<file path="src/rtl/bp_me_cache_pkt_arbiter_if.sv">
// ============================================================================
// Module   : bp_me_cache_pkt_arbiter_if
// Brief    : Requester/cache bus bundle for bp_me_cache_pkt_arbiter.
//            Optional lock input present when BP_ME_CACHE_ARB_LOCK_EN is set.
// Revision : 1.0
// ============================================================================
`default_nettype none

interface bp_me_cache_pkt_arbiter_if #(
    parameter int num_req_p     = 2,
    parameter int pkt_width_p   = 64 + 40 + 8 + 5,
    parameter int data_width_p  = 64,
    parameter int outstanding_p = 8
);
    localparam int CNT_W = $clog2(outstanding_p + 1);

    logic [num_req_p*pkt_width_p-1:0] req_pkt_i;
    logic [num_req_p-1:0]             req_v_i;
    logic [num_req_p-1:0]             req_ready_o;
`ifdef BP_ME_CACHE_ARB_LOCK_EN
    logic [num_req_p-1:0]             req_lock_i;
`endif
    logic [pkt_width_p-1:0]           cache_pkt_o;
    logic                             v_o;
    logic                             ready_i;
    logic [data_width_p-1:0]          data_i;
    logic                             v_i;
    logic                             yumi_o;
    logic [data_width_p-1:0]          resp_data_o;
    logic [num_req_p-1:0]             resp_v_o;
    logic [num_req_p-1:0]             resp_yumi_i;
    logic [CNT_W-1:0]                 outstanding_o;
    logic                             error_o;

    modport slave (
`ifdef BP_ME_CACHE_ARB_LOCK_EN
        input  req_lock_i,
`endif
        input  req_pkt_i, req_v_i, ready_i, data_i, v_i, resp_yumi_i,
        output req_ready_o, cache_pkt_o, v_o, yumi_o, resp_data_o, resp_v_o,
        output outstanding_o, error_o
    );

    modport master (
`ifdef BP_ME_CACHE_ARB_LOCK_EN
        output req_lock_i,
`endif
        output req_pkt_i, req_v_i, ready_i, data_i, v_i, resp_yumi_i,
        input  req_ready_o, cache_pkt_o, v_o, yumi_o, resp_data_o, resp_v_o,
        input  outstanding_o, error_o
    );
endinterface

`default_nettype wire

</file>
<file path="src/rtl/bp_me_cache_pkt_arbiter.sv">
// ============================================================================
// Module   : bp_me_cache_pkt_arbiter
// Brief    : Round-robin share of one bsg_cache packet port; an order FIFO of
//            requester IDs steers in-order responses back. Optional macro
//            BP_ME_CACHE_ARB_LOCK_EN adds per-requester grant locking.
// Revision : 1.0
// ============================================================================
`default_nettype none

module bp_me_cache_pkt_arbiter #(
    parameter int num_req_p     = 2,
    parameter int pkt_width_p   = 64 + 40 + 8 + 5,
    parameter int data_width_p  = 64,
    parameter int outstanding_p = 8
) (
    input  logic                    clk_i,
    input  logic                    reset_i,
    bp_me_cache_pkt_arbiter_if.slave bus
);
    localparam int LG_REQ = (num_req_p > 1) ? $clog2(num_req_p) : 1;
    localparam int LG_OUT = (outstanding_p > 1) ? $clog2(outstanding_p) : 1;
    localparam int CNT_W  = $clog2(outstanding_p + 1);

    localparam logic [LG_OUT-1:0] C_LAST_SLOT = LG_OUT'(outstanding_p - 1);
    localparam logic [CNT_W-1:0]  C_FULL_CNT  = CNT_W'(outstanding_p);

    // Requester index base+off with explicit wrap for non-power-of-2 counts.
    function automatic logic [LG_REQ-1:0] rr_idx(input logic [LG_REQ-1:0] base, input int off);
        int s;
        s = int'(base) + off;
        if (s >= num_req_p) s = s - num_req_p;
        return LG_REQ'(s);
    endfunction

    logic [LG_REQ-1:0] ptr_q, ptr_d;
    logic [LG_OUT-1:0] wptr_q, wptr_d;
    logic [LG_OUT-1:0] rptr_q, rptr_d;
    logic [CNT_W-1:0]  count_q, count_d;
    logic              error_q, error_d;
    logic [LG_REQ-1:0] fifo_mem_q [outstanding_p];

    logic [LG_REQ-1:0]    w_rr_grant;
    logic                 w_rr_found;
    logic [LG_REQ-1:0]    w_sel_id;
    logic                 w_sel_v;
    logic                 w_full;
    logic                 w_empty;
    logic                 w_v;
    logic                 w_accept;
    logic [LG_REQ-1:0]    w_head;
    logic                 w_resp_ok;
    logic                 w_pop;
    logic [num_req_p-1:0] w_req_ready;
    logic [num_req_p-1:0] w_resp_v;

    always_comb begin
        w_rr_grant = ptr_q;
        w_rr_found = 1'b0;
        for (int i = 0; i < num_req_p; i++) begin
            if (!w_rr_found && bus.req_v_i[rr_idx(ptr_q, i)]) begin
                w_rr_found = 1'b1;
                w_rr_grant = rr_idx(ptr_q, i);
            end
        end
    end

`ifdef BP_ME_CACHE_ARB_LOCK_EN
    // Owner is the most recently accepted requester; its lock bit pins the grant.
    logic [LG_REQ-1:0] owner_q, owner_d;
    logic              owner_v_q, owner_v_d;
    logic              w_locked;

    always_comb begin
        w_locked  = owner_v_q & bus.req_lock_i[owner_q];
        w_sel_id  = w_locked ? owner_q : w_rr_grant;
        w_sel_v   = w_locked ? bus.req_v_i[owner_q] : w_rr_found;
        owner_d   = w_accept ? w_sel_id : owner_q;
        owner_v_d = owner_v_q | w_accept;
    end

    always_ff @(posedge clk_i) begin
        if (reset_i) begin
            owner_q   <= '0;
            owner_v_q <= 1'b0;
        end else begin
            owner_q   <= owner_d;
            owner_v_q <= owner_v_d;
        end
    end
`else
    always_comb begin
        w_sel_id = w_rr_grant;
        w_sel_v  = w_rr_found;
    end
`endif

    // Full blocks new grants even if a pop lands this cycle: no resp->v_o path.
    always_comb begin
        w_full    = (count_q == C_FULL_CNT);
        w_empty   = (count_q == '0);
        w_v       = ~reset_i & w_sel_v & ~w_full;
        w_accept  = w_v & bus.ready_i;
        w_head    = fifo_mem_q[rptr_q];
        w_resp_ok = ~reset_i & bus.v_i & ~w_empty;
        w_pop     = w_resp_ok & bus.resp_yumi_i[w_head];

        w_req_ready           = '0;
        w_req_ready[w_sel_id] = w_accept;
        w_resp_v              = '0;
        w_resp_v[w_head]      = w_resp_ok;
    end

    assign bus.v_o           = w_v;
    assign bus.req_ready_o   = w_req_ready;
    assign bus.cache_pkt_o   = bus.req_pkt_i[w_sel_id*pkt_width_p +: pkt_width_p];
    assign bus.yumi_o        = w_pop;
    assign bus.resp_v_o      = w_resp_v;
    assign bus.resp_data_o   = bus.data_i;
    assign bus.outstanding_o = count_q;
    assign bus.error_o       = error_q;

    always_comb begin
        ptr_d   = w_accept ? rr_idx(w_sel_id, 1) : ptr_q;
        wptr_d  = wptr_q;
        rptr_d  = rptr_q;
        if (w_accept) wptr_d = (wptr_q == C_LAST_SLOT) ? '0 : wptr_q + 1'b1;
        if (w_pop)    rptr_d = (rptr_q == C_LAST_SLOT) ? '0 : rptr_q + 1'b1;
        count_d = count_q + CNT_W'(w_accept) - CNT_W'(w_pop);
        error_d = error_q | (bus.v_i & w_empty);
    end

    always_ff @(posedge clk_i) begin
        if (reset_i) begin
            ptr_q   <= '0;
            wptr_q  <= '0;
            rptr_q  <= '0;
            count_q <= '0;
            error_q <= 1'b0;
        end else begin
            ptr_q   <= ptr_d;
            wptr_q  <= wptr_d;
            rptr_q  <= rptr_d;
            count_q <= count_d;
            error_q <= error_d;
        end
    end

    always_ff @(posedge clk_i) begin
        if (!reset_i && w_accept) fifo_mem_q[wptr_q] <= w_sel_id;
    end

endmodule

`default_nettype wire
</file>
<file path="src/flat_wrapper.sv">
// flat-port wrapper written by rule: the top's interface ports become plain ports
module bp_me_cache_pkt_arbiter_flat 
#(
    parameter int num_req_p     = 2,
    parameter int pkt_width_p   = 64 + 40 + 8 + 5,
    parameter int data_width_p  = 64,
    parameter int outstanding_p = 8
)
  (clk_i, reset_i, bus_req_pkt_i, bus_req_v_i, bus_ready_i, bus_data_i, bus_v_i, bus_resp_yumi_i, bus_req_ready_o, bus_cache_pkt_o, bus_v_o, bus_yumi_o, bus_resp_data_o, bus_resp_v_o, bus_outstanding_o, bus_error_o);
  bp_me_cache_pkt_arbiter_if #(.num_req_p(num_req_p), .pkt_width_p(pkt_width_p), .data_width_p(data_width_p), .outstanding_p(outstanding_p)) bus_i ();
  input  logic clk_i;
  input  logic reset_i;
  input wire logic [$bits(bus_i.req_pkt_i)-1:0] bus_req_pkt_i;
  input wire logic [$bits(bus_i.req_v_i)-1:0] bus_req_v_i;
  input wire logic [$bits(bus_i.ready_i)-1:0] bus_ready_i;
  input wire logic [$bits(bus_i.data_i)-1:0] bus_data_i;
  input wire logic [$bits(bus_i.v_i)-1:0] bus_v_i;
  input wire logic [$bits(bus_i.resp_yumi_i)-1:0] bus_resp_yumi_i;
  output wire logic [$bits(bus_i.req_ready_o)-1:0] bus_req_ready_o;
  output wire logic [$bits(bus_i.cache_pkt_o)-1:0] bus_cache_pkt_o;
  output wire logic [$bits(bus_i.v_o)-1:0] bus_v_o;
  output wire logic [$bits(bus_i.yumi_o)-1:0] bus_yumi_o;
  output wire logic [$bits(bus_i.resp_data_o)-1:0] bus_resp_data_o;
  output wire logic [$bits(bus_i.resp_v_o)-1:0] bus_resp_v_o;
  output wire logic [$bits(bus_i.outstanding_o)-1:0] bus_outstanding_o;
  output wire logic [$bits(bus_i.error_o)-1:0] bus_error_o;
  assign bus_i.req_pkt_i = bus_req_pkt_i;
  assign bus_i.req_v_i = bus_req_v_i;
  assign bus_i.ready_i = bus_ready_i;
  assign bus_i.data_i = bus_data_i;
  assign bus_i.v_i = bus_v_i;
  assign bus_i.resp_yumi_i = bus_resp_yumi_i;
  assign bus_req_ready_o = bus_i.req_ready_o;
  assign bus_cache_pkt_o = bus_i.cache_pkt_o;
  assign bus_v_o = bus_i.v_o;
  assign bus_yumi_o = bus_i.yumi_o;
  assign bus_resp_data_o = bus_i.resp_data_o;
  assign bus_resp_v_o = bus_i.resp_v_o;
  assign bus_outstanding_o = bus_i.outstanding_o;
  assign bus_error_o = bus_i.error_o;
  bp_me_cache_pkt_arbiter #(.num_req_p(num_req_p), .pkt_width_p(pkt_width_p), .data_width_p(data_width_p), .outstanding_p(outstanding_p)) u_core (.clk_i(clk_i), .reset_i(reset_i), .bus(bus_i));
endmodule
</file>
<file path="config.mk">
export PLATFORM = sky130hd
export DESIGN_NAME = bp_me_cache_pkt_arbiter_flat
export DESIGN_NICKNAME = d
export VERILOG_FILES = /design/src/rtl/bp_me_cache_pkt_arbiter_if.sv /design/src/rtl/bp_me_cache_pkt_arbiter.sv /design/src/flat_wrapper.sv
export SDC_FILE = /design/constraint.sdc
export NUM_CORES = 1
export LEC_CHECK = 0
export CORE_AREA = 2 2 194 196
export CTS_CLUSTER_DIAMETER = 200
export CTS_CLUSTER_SIZE = 8
export DETAILED_ROUTE_END_ITERATION = 8
export DIE_AREA = 0 0 196 198
export REMOVE_ABC_BUFFERS = 1
export SLEW_MARGIN = 20
export SYNTH_ARGS = -nofsm -noshare
export SYNTH_HDL_FRONTEND = slang
export SYNTH_SLANG_ARGS = --single-unit
</file>
<file path="constraint.sdc">
create_clock -name clk_i -period 5.3 [get_ports clk_i]
set_clock_uncertainty 0.15 [all_clocks]
set_input_delay 0.53 -clock clk_i [delete_from_list [all_inputs] [get_ports clk_i]]
set_output_delay 0.53 -clock clk_i [all_outputs]
set_load 0.1 [all_outputs]
</file>
==> impl_results.md <==
- Outcome: finished clean
- RSZ-0062 raised after global routing: no
- Leak Pwr: 2.45 nW
- Fin crit share: about three quarters
- Clock sinks: 23
- Clock power frac: under 10%
- Reg2Reg Capture Point: u_core.bus.outstanding_o[3]
- Remaining Overflow, GRT: 0
- Mean Syn Cell Area: a little over 10 um^2
- Final Setup Violations: 0
- Setup repair bufs after CTS: 0
- Hold bufs inserted after CTS: 0
- Sequential area share after synthesis: ~18%
- # rows: 71
- Worst-case clock buffer depth: 2
- Final Hold Violating Endpoints: 0
- Slowest CP cell: buf_4
- HPWL after DPL: between 15 and 20 mm
- Cell area after layout: ~0.0066 mm^2
- Largest net degree at the start of global routing: 71
- TNS Setup: 0 ns
- Worst Tran Pin Value: around 1.0 ns
- Die ar.: 0.0388 mm^2
- Total number of vias: 3,476
- Netlist Area Pre-Place: 0.00299 mm^2
- CP Capture Point: bus_cache_pkt_o[42]
- Max cap viols: 0
- Commonest cells post-synth: mux2_2, buf_4, dfxtp_1, nor2_1, ha_1
- Pwr Density: roughly 290 mW/mm^2
- Placer congestion estimate: ~0.77
- Synthesis-to-layout area growth: 121%
- Starting Density: 8.10%
- GRT Overall Usage: 9.98%
- Antenna violations before repair: 1
- Clk slew on worst S/H paths: ~0.06 ns
- Worst setup SP type: input port
- Placed cell area: approximately 0.0065 mm^2
- Flop pwr share: a little under an eighth
- Initial DRC count: 113
- Cts repair resizes: 0
- H-tree depth: 1
- Comb power frac: about four fifths
- YS warnings: 0
- Wire length after detailed routing: between 20 and 25 mm
- Main synth FF type: dfxtp_1
- Wire length per cell: 19.9 um
- Die Y: ~200 um
- ANT cells: 0
- Layout cell share with drive strength beyond 1: a little over a third
- Family with the most delay on the worst path: buffers and inverters
- Nets: between 900 and 1,000
- Required @ worst endpoint: around 4.6 ns
- Die width: a little under 200 um
- HP Class: register to register
- CP bufs+invs: 4
- Worst Reg2Reg Path Length in Cells: 11
- CP peak stage delay: ~0.79 ns
- Switching share of total power: approximately three fifths
- Global-route wire length before repair: roughly 27 mm
- Via count of the first global-routing pass: about 3,400
- Worst setup path startpoint: bus_req_v_i[0]
- Kind of critical path: input port to output pin
- Synth cell types: 31
- CTS tree: done
- CP Depth: 6
- WP data arrival: between 3 and 4 ns
- Post-Syn Instances: 297
- Max Slew Vio Count: 0
- I/O pin cnt: roughly 500
- Tmin final: between 3 and 4 ns
- Worst Setup End Kind: output pin
- Root buffer cell: clkbuf_16
- Number of vias per cell: ~3.3
- Worst-path cell chain: clkdlybuf4s50_1, inv_1, maj3_4, buf_4, mux2_2, buf_4
- Area leader, netlist: mux2_2
- Pint: ~0.78 mW
- CP most frequent cell: buf_4
- R2r setup slk: roughly 2.4 ns
- DR pass1 iterations: 4
- Fmax: 0.252 GHz
- Worst-path fanout max: 70
- Post-synth ARST share: 0%
- Synthesized flop and latch total: 23
- Port Buf Inserts: approximately 370
- CTS Buf Count: 3
- DRC Markers: 0
- Peak supply drop: around 0.00013 V
- Relative slew slack: between 30% and 40%
- Psw: 1.11 mW
- Core Area: approximately 0.037 mm^2
- Synth area leaders: mux2_2, buf_4, dfxtp_1, edfxtp_1, ha_1
- Synth top area share: 44.0%
- Clock latency on the worst-skew pair: ~0.26 ns
- EDFF count, synth: 8
- Most instantiated library cell after synthesis: mux2_2
- Post-route ant nets: 0
==> stage by stage <==
stage	util [%]	hold WS [ns]	power (mW)	cells	setup WS, ns
global route	17.9	0.380	1.96	1065	1.13
detailed placement	17.7	0.316	1.74	1061	1.20
floorplan	-	0.321	1.33	217	-0.873
CTS	17.9	0.330	1.91	1065	1.18
finish	17.9	0.324	1.89	1065	1.33
global placement	17.7	0.308	1.73	1061	1.26
==> cells by family (layout without fill, tap and decap cells) <==
kind of cell	Yosys count	in the layout	synth area share, %
AO/OA/AOI/OAI	4	4	0.878
XOR/XNOR	2	2	0.585
adder cells (fa/ha/maj)	12	12	5.18
buffers and inverters	90	384	19.9
flip-flops	23	23	18.1
multiplexers	129	129	49.1
AND/OR/NAND/NOR	37	37	6.27
==> per-layer routing <==
layer  vias to the layer above  routed length [um]  global-route usage (%)  share of wire [%]
met2                       306                8460                    13.2                 40
met5                         -                 430                    9.20                2.0
met4                         6                 102                   0.814               0.48
met3                        16                3710                    9.04                 17
met1                      1582                8490                    11.4                 40
li1                       1566                   -                       -                  -
==> worst min-delay path: cells and delay by family (launching register included) <==
family | cells | cell delay [ns]
flip-flops | 1 | 0.32
AO/OA/AOI/OAI | 1 | 0.04
AND/OR/NAND/NOR | 1 | 0.07
==> area by class of cell <==
| type | count | area [um^2] |
|---|---|---|
| Timing Repair Buffer | 370 | 3510 |
| Clock inverter | 1 | 7.51 |
| Multi-Input combinational cell | 184 | 1860 |
| Fill cell | 4122 | 30300 |
| Tap cell | 474 | 593 |
| Clock buffer | 3 | 75.1 |
| Sequential cell | 23 | 541 |
| Inverter | 10 | 37.5 |
==> cells in the final DEF, fill, tap and decap left out, types with 2 or more instances in the layout <==
cell	netlist	layout
clkdlybuf4s50_1	0	292
mux2_2	117	117
buf_4	64	78
nor2_1	15	15
dfxtp_1	15	15
ha_1	10	10
inv_1	9	9
edfxtp_1	8	8
mux2i_1	7	7
nor2b_1	6	6
mux2_4	4	4
nand2_1	4	4
nor3_1	3	3
clkbuf_16	0	3
nand3_1	2	2
nor3b_1	2	2
nor4b_1	2	2
==> worst min-delay path by stage <==
stage	slack, ns	startpoint	endpoint	depth (start not counted)
2_1_floorplan	0.32	u_core.ptr_q	u_core.ptr_q	2
3_3_place_gp	0.31	u_core.bus.error_o	u_core.bus.error_o	2
3_5_place_dp	0.32	u_core.bus.error_o	u_core.bus.error_o	2
4_1_cts	0.33	u_core.bus.error_o	u_core.bus.error_o	2
5_1_grt	0.38	u_core.bus.error_o	u_core.bus.error_o	2
6_report	0.32	u_core.bus.error_o	u_core.bus.error_o	2
==> power groups by stage <==
stage          combinational, mW  sequential (mW)  clock [mW]
2_1_floorplan               1.02            0.311           0
3_3_place_gp                1.50            0.229           0
3_5_place_dp                1.51            0.229           0
4_1_cts                     1.51            0.225       0.170
5_1_grt                     1.55            0.228       0.177
6_report                    1.50            0.225       0.165
Power figures use the tool's default switching activity.
